===== config.mk =====
export PLATFORM = sky130hd
export DESIGN_NAME = serv_rf_dbg_arb
export DESIGN_NICKNAME = d
export VERILOG_FILES = /design/src/rtl/serv_rf_dbg_arb.sv
export SDC_FILE = /design/constraint.sdc
export NUM_CORES = 1
export LEC_CHECK = 0
export BUFFER_PORTS_ARGS = -buffer_cell sky130_fd_sc_hd__buf_4
export CAP_MARGIN = 15
export CORE_MARGIN = 1
export CORE_UTILIZATION = 52
export CTS_CLUSTER_DIAMETER = 50
export DETAILED_ROUTE_END_ITERATION = 12
export PLACE_DENSITY_LB_ADDON = 0.3
export SKIP_CTS_REPAIR_TIMING = 1
export SLEW_MARGIN = 20
export SYNTH_ARGS = -nofsm -noshare
export SYNTH_HDL_FRONTEND = slang
export SYNTH_SLANG_ARGS = --single-unit

===== constraint.sdc =====
create_clock -name clk -period 2.5 [get_ports clk]
set_input_delay 0.5 -clock clk [delete_from_list [all_inputs] [get_ports clk]]
set_output_delay 0.5 -clock clk [all_outputs]
set_load 0.005 [all_outputs]

===== src/rtl/serv_rf_dbg_arb.sv =====
// serv_rf_dbg_arb: shares the bit-serial SERV register-file port between the
// core and a word-wide debug port. A debug access becomes one RF request
// followed by a 32-cycle LSB-first burst. Core requests that arrive during a
// debug access are held and replayed once the arbiter returns to idle.
//
//   state  | meaning
//   IDLE   | core owns the RF port, debug access may be accepted
//   DREQ   | one-cycle RF read/write request on behalf of debug
//   DWAIT  | waiting for RF adapter ready
//   DSHIFT | 32 serial bit cycles, counter 0..31
//   DACK   | one-cycle debug acknowledge, read data valid
module serv_rf_dbg_arb #(
  parameter int WITH_CSR = 1,
  localparam int AW = 5 + WITH_CSR
) (
  input  logic          clk,
  input  logic          i_rst_n,
  input  logic          i_core_active,
  input  logic          i_core_rreq,
  input  logic          i_core_wreq,
  output logic          o_core_ready,
  input  logic [AW-1:0] i_core_wreg0,
  input  logic [AW-1:0] i_core_wreg1,
  input  logic [AW-1:0] i_core_rreg0,
  input  logic [AW-1:0] i_core_rreg1,
  input  logic          i_core_wen0,
  input  logic          i_core_wen1,
  input  logic          i_core_wdata0,
  input  logic          i_core_wdata1,
  output logic          o_core_rdata0,
  output logic          o_core_rdata1,
  output logic          o_rf_rreq,
  output logic          o_rf_wreq,
  input  logic          i_rf_ready,
  output logic [AW-1:0] o_wreg0,
  output logic [AW-1:0] o_wreg1,
  output logic [AW-1:0] o_rreg0,
  output logic [AW-1:0] o_rreg1,
  output logic          o_wen0,
  output logic          o_wen1,
  output logic          o_wdata0,
  output logic          o_wdata1,
  input  logic          i_rdata0,
  input  logic          i_rdata1,
  input  logic          i_dbg_req,
  input  logic          i_dbg_we,
  input  logic [AW-1:0] i_dbg_addr,
  input  logic [31:0]   i_dbg_wdata,
  output logic          o_dbg_ack,
  output logic [31:0]   o_dbg_rdata
);

  typedef enum logic [2:0] {IDLE, DREQ, DWAIT, DSHIFT, DACK} state_t;

  state_t        state, state_nxt;
  logic [4:0]    cnt;
  logic          d_we;
  logic [AW-1:0] d_addr;
  logic [31:0]   d_wdata;
  logic [31:0]   shreg;
  logic [31:0]   rdata_q;
  logic          pend_r, pend_w;
  logic          accept;

  // Core always wins a tie, and held core requests must drain before debug.
  assign accept = (state == IDLE) & i_dbg_req & ~i_core_active & ~i_core_rreq
                & ~i_core_wreq & ~pend_r & ~pend_w;

  // State register
  always_ff @(posedge clk or negedge i_rst_n) begin
    if (!i_rst_n) state <= IDLE;
    else          state <= state_nxt;
  end

  // Debug datapath: request latch, bit counter, read shifter, pending core requests
  always_ff @(posedge clk or negedge i_rst_n) begin
    if (!i_rst_n) begin
      cnt     <= '0;
      d_we    <= 1'b0;
      d_addr  <= '0;
      d_wdata <= '0;
      shreg   <= '0;
      rdata_q <= '0;
      pend_r  <= 1'b0;
      pend_w  <= 1'b0;
    end else begin
      if (accept) begin
        d_we    <= i_dbg_we;
        d_addr  <= i_dbg_addr;
        d_wdata <= i_dbg_wdata;
      end
      if (state == DSHIFT) begin
        cnt <= cnt + 5'd1;
        if (!d_we) begin
          shreg <= {i_rdata0, shreg[31:1]};
          // last bit goes straight into the result so it is valid during DACK
          if (cnt == 5'd31) rdata_q <= {i_rdata0, shreg[31:1]};
        end
      end
      if (state != IDLE) begin
        pend_r <= pend_r | i_core_rreq;
        pend_w <= pend_w | i_core_wreq;
      end else if (pend_r) begin
        pend_r <= 1'b0;
      end else if (pend_w) begin
        pend_w <= 1'b0;
      end
    end
  end

  // Next state and RF/core port muxing by owner
  always_comb begin
    state_nxt     = state;
    o_core_ready  = 1'b0;
    o_core_rdata0 = 1'b0;
    o_core_rdata1 = 1'b0;
    o_rf_rreq     = 1'b0;
    o_rf_wreq     = 1'b0;
    o_wreg0       = d_addr;
    o_rreg0       = d_addr;
    o_wreg1       = '0;
    o_rreg1       = '0;
    o_wen0        = 1'b0;
    o_wen1        = 1'b0;
    o_wdata0      = 1'b0;
    o_wdata1      = 1'b0;
    o_dbg_ack     = 1'b0;
    case (state)
      IDLE: begin
        o_core_ready  = i_rf_ready;
        o_core_rdata0 = i_rdata0;
        o_core_rdata1 = i_rdata1;
        // replay held requests one per cycle, read first
        o_rf_rreq     = i_core_rreq | pend_r;
        o_rf_wreq     = i_core_wreq | (pend_w & ~pend_r);
        o_wreg0       = i_core_wreg0;
        o_wreg1       = i_core_wreg1;
        o_rreg0       = i_core_rreg0;
        o_rreg1       = i_core_rreg1;
        o_wen0        = i_core_wen0;
        o_wen1        = i_core_wen1;
        o_wdata0      = i_core_wdata0;
        o_wdata1      = i_core_wdata1;
        if (accept) state_nxt = DREQ;
      end
      DREQ: begin
        o_rf_rreq = ~d_we;
        o_rf_wreq = d_we;
        state_nxt = i_rf_ready ? DSHIFT : DWAIT;
      end
      DWAIT: begin
        if (i_rf_ready) state_nxt = DSHIFT;
      end
      DSHIFT: begin
        // x0 is hardwired zero, so the burst runs but never writes
        o_wen0   = d_we & (d_addr != '0);
        o_wdata0 = d_we & d_wdata[cnt];
        if (cnt == 5'd31) state_nxt = DACK;
      end
      DACK: begin
        o_dbg_ack = 1'b1;
        state_nxt = IDLE;
      end
      default: state_nxt = IDLE;
    endcase
  end

  assign o_dbg_rdata = rdata_q;

endmodule


==> results by group <==
Run status
  – Outcome: completed

Die
  – Die Y-Extent: 98.9 um
  – Boundary pin count: 142
  – FP Rows: 35
  – Die W: 98.9 um
  – Initial Utilization: 53.4%
  – Core Box Area: 9150 sq um
  – Die area: 9790 sq um

GRT
  – Initial antenna violation count: 0
  – GRT Overall Usage: 21.6%
  – Total congestion overflow: 0
  – First-pass GRT wire length: 16,300 um
  – Number of global-route vias before repair: 3,362
  – Largest net degree at the start of global routing: 41

Worst setup path
  – CP Data Arrival Time: 2.00 ns
  – Data required time of the worst path: 2.00 ns
  – FF-to-FF Start: state[0]
  – Worst R2R End: d_wdata[30]
  – Worst setup SP type: flip-flop
  – Critical path launch point: cnt[1]
  – CP Capture Type: output pin
  – FF-to-FF setup slack: 0.26 ns
  – Crit Path Class: flip-flop to output pin
  – Worst-path maximum fanout: 5
  – R2r worst-path depth: 3

Final layout
  – Util after Layout: 70.0%
  – N_diodes: 0
  – Layout area overhead: 31.2%
  – Nets: ~580
  – Share of cells above drive strength 1: between 50% and 60%

Synth
  – Synth top area cells: dfrtp_1, mux2_2, mux4_2, mux2_4, nand2_1
  – Cell area after synthesis: 4890 sq um
  – Count of unique library cells instantiated by Yosys: 42
  – Cells after Synth: 349
  – Number of enable flip-flop cells after synthesis: 0
  – Mean post-synth cell area: between 10 and 15 sq um
  – Synth Flop Type: dfrtp_1
  – Most common cell in the netlist: dfrtp_1
  – Largest area contributor in the synthesized netlist: dfrtp_1
  – Syn_nets: 427
  – Most common library cells after synthesis: dfrtp_1, mux2_2, nand2_1
  – Warnings, synthesis: 0
  – Sequential share of the synthesized area: 57.4%
  – Synth top area share: between 50 and 60%
  – Synth Register Bits: 112
  – Async set-reset flop share out of synthesis: 100%

Drt
  – Drt first pass iters: 4
  – Drt drc: 0
  – DR iter-0 viols: 86
  – Vias per inst: 5.38
  – Final ANT Viol Nets: 0
  – Vias post-DR: 3,303
  – Final WL: 10,100 um
  – Routed wire per std cell: 16.5 um

Pwr
  – Leak: about 3.3 nW
  – Cell Pwr Density: 983 nW/um^2
  – Max VDD drop: 0.552 mV
  – Tot Pwr: 0.00630 W

Clock tree
  – CTS Buffer Depth: 2
  – Root Driver: clkbuf_8
  – TritonCTS Buffers: 9
  – Worst skew pair latency: 0.37 ns
  – Clk sinks: 112
  – CTS tree: built
  – H-tree depth: 3
  – Clock transition at path regs: 0.11 ns

STA
  – Final hold vios: 0
  – Fin Clk Skew: 0.0113 ns
  – Final setup margin: 0.000279 ns
  – Fmax: between 400 and 500 MHz
  – Hold Slack: 0.0531 ns
  – Worst slew pin tran: between 0.5 and 0.6 ns
  – Final worst-path cycle share: about 100%
  – Worst rel slew slack: 62.4%
  – Tmin final: 2.50 ns
  – Max-slew violations: 0
  – RSZ-0062 raised after global routing: true
  – Setup-failing EPs final: 0

Placed design
  – DP Worst Slack: 0.0798 ns
  – Final Wtd Congestion: 0.829
  – Detailed Place HPWL: roughly 7300 um
  – Port Buffers: approximately 140

Job
  – Max-Cap Viols: 0

Worst hold path
  – Hold Path Class: input port to async pin
through the flow:
| step | cell area, sq um | std cells | setup TNS, ns |
|---|---|---|---|
| 2_1_floorplan | 4890 | 349 | 0 |
| 3_3_place_gp | 6080 | 589 | 0 |
| 3_5_place_dp | 6080 | 589 | 0 |
| 4_1_cts | 6310 | 605 | -0.268 |
| 5_1_grt | 6410 | 614 | -0.0801 |
| 6_report | 6410 | 614 | 0 |
critical path, stage by stage (launching register included):
cell     delay, ns
dfrtp_2       0.40
buf_12        0.13
mux4_2        0.49
mux2i_1       0.18
nor2_1        0.07
o211a_1       0.25
buf_6         0.12
cells in the final DEF (no fill, tap or decap), types with 2 or more instances in the layout:
master     instances
nor3_1             2
nand3_1            2
nor2_1             6
clkbuf_8          10
a21oi_1            2
and2_1            19
buf_12             3
buf_4            155
dfrtp_2            3
mux2_2            95
nor2b_1            2
a2111oi_0          2
mux2i_1            2
mux4_2             7
xnor2_1            2
a211oi_1           2
mux2_4            10
nand4_1            3
nand2_1           35
ha_1               2
bufinv_16          2
dfrtp_1          109
worst max-delay path by stage:
stage / to / slack [ns] / depth (start not counted)
after floorplan: d_addr[0] / 0.32 / 5
after detailed placement: d_wdata[27] / 0.08 / 4
final: o_wdata0 / 0.0003 / 6
after CTS: o_wdata0 / -0.27 / 5
after global placement: d_wdata[27] / 0.12 / 4
after global routing: o_wdata0 / -0.08 / 6
power breakdown:
part	total, W	internal (W)	switching, W
sequential	0.00288	0.00241	0.000466
clock	0.00119	0.000596	0.000593
combinational	0.00223	0.00143	0.000803
flip-flops by register name (all words and copies together) (netlist names):
signal	cells
cnt	5
d_addr	6
d_wdata	32
d_we	1
o_dbg_rdata	32
pend_r	1
pend_w	1
shreg	31
state	3
per-layer routing:
metal	share of wire (%)	vias to the layer above	track usage (%)
met5	0	-	0
met4	1.2	0	7.35
met3	7.3	9	5.82
met2	49	127	35.4
met1	43	1634	27.9
li1	-	1533	-
kinds of logic after synthesis:
group | after synthesis | share of synthesized area (%)
mux | 114 | 28.6
flops | 112 | 57.4
simple gates | 81 | 8.58
buf+inv | 23 | 2.28
compound gates | 14 | 2.13
xor+xnor | 3 | 0.538
fa+ha+maj | 2 | 0.512
final cells by class:
type	count	area [sq um]
clock buffers	10	138
well taps	111	139
fillers	634	2740
inverters	1	3.75
flip-flops and latches	112	2810
clock inverters	6	90.1
multi-input cells	214	1990
repair buffers	160	1240
No activity file was read; power rests on OpenSTA's default activity.
